### config.mk
export PLATFORM = sky130hd
export DESIGN_NAME = stream_collector_n
export DESIGN_NICKNAME = d
export VERILOG_FILES = /design/src/rtl/stream_pkg.sv /design/src/rtl/stream_arbiter.sv /design/src/rtl/stream_collector_n.sv
export SDC_FILE = /design/constraint.sdc
export NUM_CORES = 1
export LEC_CHECK = 0
export CORE_AREA = 3 3 94 96
export CTS_CLUSTER_SIZE = 40
export DETAILED_ROUTE_END_ITERATION = 8
export DIE_AREA = 0 0 97 99
export PLACE_DENSITY = 0.81
export SLEW_MARGIN = 10
export SYNTH_ARGS = -nofsm -noshare
export SYNTH_HDL_FRONTEND = slang
export SYNTH_SLANG_ARGS = --single-unit
### constraint.sdc
create_clock -name iCLK -period 2.1 [get_ports iCLK]
set_input_delay 0.42 -clock iCLK [delete_from_list [all_inputs] [get_ports iCLK]]
set_output_delay 0.42 -clock iCLK [all_outputs]
set_load 0.01 [all_outputs]
### src/rtl/stream_pkg.sv
// Shared constants and sizing helpers for the stream collector family.
// Mode selectors, lock-state encoding and select-width helpers live here.
package stream_pkg;

   localparam int MODE_FIXED = 0;
   localparam int MODE_RR    = 1;

   typedef enum logic {
      ST_UNLOCKED = 1'b0,
      ST_LOCKED   = 1'b1
   } lockState_t;

   function automatic int clog2(input int value);
      int result;
      result = 0;
      for (int i = 0; i < 31; i++) begin
         if ((1 << i) < value) result = i + 1;
      end
      return result;
   endfunction

   // Select fields are never narrower than one bit, even for a single channel.
   function automatic int selWidth(input int channels);
      return (clog2(channels) > 1) ? clog2(channels) : 1;
   endfunction

endpackage

### src/rtl/stream_arbiter.sv
// Combinational grant selection: first asserted request at or above iBase,
// wrapping modulo CHANNELS. Returns a one-hot grant and its index.
module stream_arbiter
   import stream_pkg::*;
#(
   parameter int CHANNELS = 4,
   parameter int SELW     = selWidth(CHANNELS)
) (
   input  logic [CHANNELS-1:0] iRequest,
   input  logic [SELW-1:0]     iBase,
   output logic [CHANNELS-1:0] oGrant,
   output logic [SELW-1:0]     oIndex,
   output logic                oAny
);

   logic [SELW-1:0] idx;

   always_comb begin
      oGrant = '0;
      oIndex = '0;
      oAny   = 1'b0;
      idx    = '0;
      for (int i = 0; i < CHANNELS; i++) begin
         idx = SELW'((int'(iBase) + i) % CHANNELS);
         if (!oAny && iRequest[idx]) begin
            oAny        = 1'b1;
            oGrant[idx] = 1'b1;
            oIndex      = idx;
         end
      end
   end

endmodule

### src/rtl/stream_collector_n.sv
// N-to-1 packet-aware stream collector with one registered output stage.
// Packets (beats up to iLast) are never interleaved between channels.
module stream_collector_n
   import stream_pkg::*;
#(
   parameter int CHANNELS = 4,
   parameter int WIDTH    = 32,
   parameter int MODE     = 0,
   parameter int PRIORITY = 0
) (
   input  logic                          iCLK,
   input  logic                          iRST_n,
   input  logic [CHANNELS-1:0]           iValid_AS,
   output logic [CHANNELS-1:0]           oReady_AS,
   input  logic [CHANNELS*WIDTH-1:0]     iData_AS,
   input  logic [CHANNELS-1:0]           iLast_AS,
   output logic                          oValid_BM,
   input  logic                          iReady_BM,
   output logic [selWidth(CHANNELS)-1:0] oSelect_BM,
   output logic [WIDTH-1:0]              oData_BM,
   output logic                          oLast_BM
);

   localparam int SELW = selWidth(CHANNELS);

   // Handshake: a beat moves on any port at a rising edge where its valid
   // and ready are both high; ready never waits on the same cycle's valid
   // of the output side, only on whether the output register can be refilled.

   lockState_t            lockState;
   logic [SELW-1:0]       ownCh;
   logic                  holdActive;
   logic [SELW-1:0]       rrPtr;

   logic                  acceptOk;
   logic [SELW-1:0]       base;
   logic [CHANNELS-1:0]   arbGrant;
   logic [SELW-1:0]       arbIndex;
   logic                  arbAny;
   logic                  holdHit;
   logic                  pinned;
   logic [CHANNELS-1:0]   grantVec;
   logic [SELW-1:0]       grantIdx;
   logic                  grantAny;
   logic                  accept;
   logic [WIDTH-1:0]      selData;
   logic                  selLast;

   assign acceptOk = !oValid_BM || iReady_BM;

   always_comb begin
      base = SELW'(PRIORITY);
      if (MODE == MODE_RR) begin
         base = (rrPtr == SELW'(CHANNELS - 1)) ? '0 : rrPtr + 1'b1;
      end
   end

   stream_arbiter #(
      .CHANNELS (CHANNELS),
      .SELW     (SELW)
   ) uArbiter (
      .iRequest (iValid_AS),
      .iBase    (base),
      .oGrant   (arbGrant),
      .oIndex   (arbIndex),
      .oAny     (arbAny)
   );

   // A stalled-but-valid grant is pinned so a newly valid channel cannot steal it.
   assign holdHit  = holdActive && iValid_AS[ownCh];
   assign pinned   = (lockState == ST_LOCKED) || holdHit;
   assign grantIdx = pinned ? ownCh : arbIndex;
   assign grantAny = pinned || arbAny;
   assign grantVec = pinned ? ({{(CHANNELS-1){1'b0}}, 1'b1} << ownCh) : arbGrant;

   assign oReady_AS = grantVec & iValid_AS & {CHANNELS{acceptOk & iRST_n}};
   assign accept    = |oReady_AS;

   always_comb begin
      selData = '0;
      for (int k = 0; k < CHANNELS; k++) begin
         if (grantIdx == SELW'(k)) selData = iData_AS[k*WIDTH +: WIDTH];
      end
   end

   assign selLast = iLast_AS[grantIdx];

   always_ff @(posedge iCLK or negedge iRST_n) begin
      if (!iRST_n) begin
         oValid_BM  <= 1'b0;
         oData_BM   <= '0;
         oSelect_BM <= '0;
         oLast_BM   <= 1'b0;
         lockState  <= ST_UNLOCKED;
         ownCh      <= '0;
         holdActive <= 1'b0;
         rrPtr      <= SELW'(CHANNELS - 1);
      end else begin
         if (accept) begin
            oValid_BM  <= 1'b1;
            oData_BM   <= selData;
            oSelect_BM <= grantIdx;
            oLast_BM   <= selLast;
            rrPtr      <= grantIdx;
         end else if (iReady_BM) begin
            oValid_BM  <= 1'b0;
         end

         holdActive <= 1'b0;
         case (lockState)
            ST_UNLOCKED: begin
               if (accept && !selLast) begin
                  lockState <= ST_LOCKED;
                  ownCh     <= grantIdx;
               end else if (grantAny && iValid_AS[grantIdx] && !acceptOk) begin
                  holdActive <= 1'b1;
                  ownCh      <= grantIdx;
               end
            end
            ST_LOCKED: begin
               if (accept && selLast) lockState <= ST_UNLOCKED;
            end
            default: lockState <= ST_UNLOCKED;
         endcase
      end
   end

endmodule

==> flow_summary.toml <==
[critical_path]
crit_type = "flop to flop"
critical_path_depth = 8
critPathArrivalTime_ns = 2.42
r2r_cells = 8
worstPathMaxFanout = 20
slowest_stage = "dfrtp_2"
critPathMostFrequentCell = "mux2i_4"
cp_top_family = "compound AO/OA/AOI/OAI gates"
end_kind = "flop"
worstPathCellList = "mux2i_4 -> o221ai_1 -> buf_4 -> mux2i_4 -> buf_12 -> a221o_1 -> o21ai_0 -> a31oi_2"
crit_path_max_incr_delay_ns = 0.47
worstPathRequired_ns = 2.27
startpoint_type = "flop"
critPathBufInv = 2

[logic_synthesis]
synthFlopType = "dfrtp_1"
synthTopCellsByArea = "dfrtp_1 38%, nor2_1 7.2%, a31oi_1 6.9%"
yosysSeqAreaShare_pct = 37.8
yosysWarnings = 0
avgSynthCellArea_sq_um = 8.33
synthesis.nets = 457
synth_top_family_by_area = "compound AO/OA/AOI/OAI gates"
synth_area_sq_um = 2650
synthMuxAreaShare_pct = 1.65
ys_types = 55
synth-edff-count = 0
synthAdderAreaFrac_pct = 0
synthArstFlopShare_pct = 100
yosysTopAreaCell = "dfrtp_1"
synth-xor-area-share_pct = 0
yosys.area_share.simple_pct = 19.9
synth_compound_gate_area_share_pct = 35.3
synth-seq-cells = 40
syn_inst = 318
synth_top_area_share_pct = 37.8
yosysMostFrequentCell = "nor2_1"
synthTopCellsByCount = "51 x nor2_1, 40 x dfrtp_1, 37 x nand2_1, 29 x a31oi_1, 17 x a221o_1"

[routing]
firstDrtPassIters = 5
via_count = 3630
vias_per_cell = 5.55
drtIter0Drc = 137
wl_per_cell_um = 19.1
ant_nets = 0
drc = 0
wirelength_um = 12500

[power_and_ir_drop]
p_switching_uw = 2870
p_clk_share_pct = 7.2
seqPwrFrac_pct = 20.2
switching_share_pct = 41.1
peakVddDrop_uv = 608
power_frac_comb_pct = 72.6
power_density_nw_per_um2 = 1270
power.leakage_uw = 0.00218
power.total_uw = 7000
internal-power_uw = 4120

[floorplan]
start_util_pct = 32.5
die_x_um = 97
dieArea_sq_um = 9600
io_pins = 179
fp-row-count = 33
core_sq_um = 8130
fp.dieH_um = 99

[cts]
numCtsBuffers = 5
cts_tree = "built"
holdBufCountCts = 0
h-tree-depth = 2
cts_buffer_depth = 2
cts_root_buffer = "clkbuf_8"
clk_latency_ns = 0.29
clkSinkCount = 40
cts.clk_slew.worst_paths_ns = 0.09

[sta]
drv_slew = 0
setup_violations = 33
skew_ns = 0.00977
worst_slack_ns = -0.157
post-route-period-util_pct = 107
hold_viol_final = 0
max_freq_mhz = 443
slew_headroom_pct = 64.0
rsz0062_at_grt = "yes"
fin_crit_ns = 2.26
setup_tns_ns = -3.51
worstMarginPinSlew_ns = 0.540

[placement]
dpl_worst_slack_ns = -0.633
portBuffers = 178
place_congestion = 0.935
dp_hpwl_um = 9130

[cells_and_area]
final_util_pct = 67.7
drive_above_1_share_pct = 24.2
final_nets = 688
area_delta_synth_final_pct = 108
insertedDiodeCount = 0

[global_routing]
gr-usage-met1_pct = 27.1
antenna_found_initial = 0
grt_util_met2_pct = 43.4
grt_max_degree = 42
grt_first_pass_wirelength_um = 18400
use_met3_pct = 5.17
grt_pass1_vias = 3601
grtUsageTotal_pct = 23.4
gr-total-overflow = 0
busiest_layer = "met2"

[run_status]
outcome = "complete, but fails checks"
failed_checks = "setup timing"

[run]
cap_violations = 0

[hold_path]
hp-class = "input port to async pin"
-- cell usage in the layout (no fill, tap or decap), types with 16 or more instances in the layout --
master             n
a221o_1           17
a31oi_1           18
buf_4             49
buf_6             16
clkdlybuf4s50_1  169
dfrtp_1           37
nand2_1           36
nor2_1            45
o221ai_1          16
-- metal layers --
| layer | up-vias | share of wire [%] |
|---|---|---|
| met5 | - | 0 |
| met4 | 0 | 2.0 |
| met3 | 23 | 7.5 |
| met2 | 177 | 52 |
| met1 | 1755 | 38 |
| li1 | 1675 | - |
-- sequential cells by signal, indices dropped and copies added, names as in the netlist --
| name | cells |
|---|---|
| holdActive | 1 |
| lockState | 1 |
| oData_BM | 32 |
| oLast_BM | 1 |
| oSelect_BM | 2 |
| oValid_BM | 1 |
| ownCh | 2 |
-- final cells by class --
type | instances | area, sq um
clock buffers | 5 | 68.8
clock inverters | 2 | 12.5
fillers | 660 | 2630
inverters | 3 | 11.3
multi-input cells | 248 | 1780
flip-flops and latches | 40 | 1000
well taps | 105 | 131
repair buffers | 251 | 2500
-- cells by family (layout without fill, tap and decap cells) --
group / Yosys count / in the layout
AOI/OAI and AO/OA: 127 / 127
DFF: 40 / 40
buffers and inverters: 30 / 261
muxes: 4 / 4
and+or+nand+nor: 117 / 117
-- per-stage QoR --
stage	area, sq um	hold WS [ns]	std cells
2_1_floorplan	2670	0.124	318
3_3_place_gp	4980	0.463	631
3_5_place_dp	4980	0.474	631
4_1_cts	5130	0.275	641
5_1_grt	5510	0.307	654
6_report	5510	0.255	654
-- what timing repair did --
item / in CTS / in global routing
setup endpoints to repair: 43 / 41
buffers inserted: 3 / 8
cloned: 0 / 5
pin swaps: 5 / 10
endpoints found under the hold margin: 0 / 0
gates resized for setup: 32 / 52
-- power groups by stage --
stage | logic (uW) | clock network [uW] | registers [uW]
floorplan | 1960 | 0 | 1520
global placement | 4170 | 0 | 1380
detailed placement | 4260 | 0 | 1400
CTS | 4370 | 524 | 1390
global route | 5430 | 544 | 1460
finish | 5080 | 503 | 1410
-- final timing paths --
check | startpoint | endpoint | slack (ns)
max | ownCh[0] | oData_BM[3] | -0.16
min | iRST_n | oValid_BM | 0.26
max reg2reg | ownCh[0] | oData_BM[3] | -0.16
min reg2reg | oData_BM[4] | oData_BM[4] | 0.49
max in group asynchronous | iRST_n | ownCh[0] | 1.44
min in group iCLK | oData_BM[4] | oData_BM[4] | 0.49
-- worst register-to-register path, delay by kind of cell (launching register included) --
kind                   cells  cell delay, ns
flip-flops                 1            0.47
AO/OA/AOI/OAI              4            0.74
buffers and inverters      2            0.35
multiplexers               2            0.58
No activity file was read; power rests on OpenSTA's default activity.
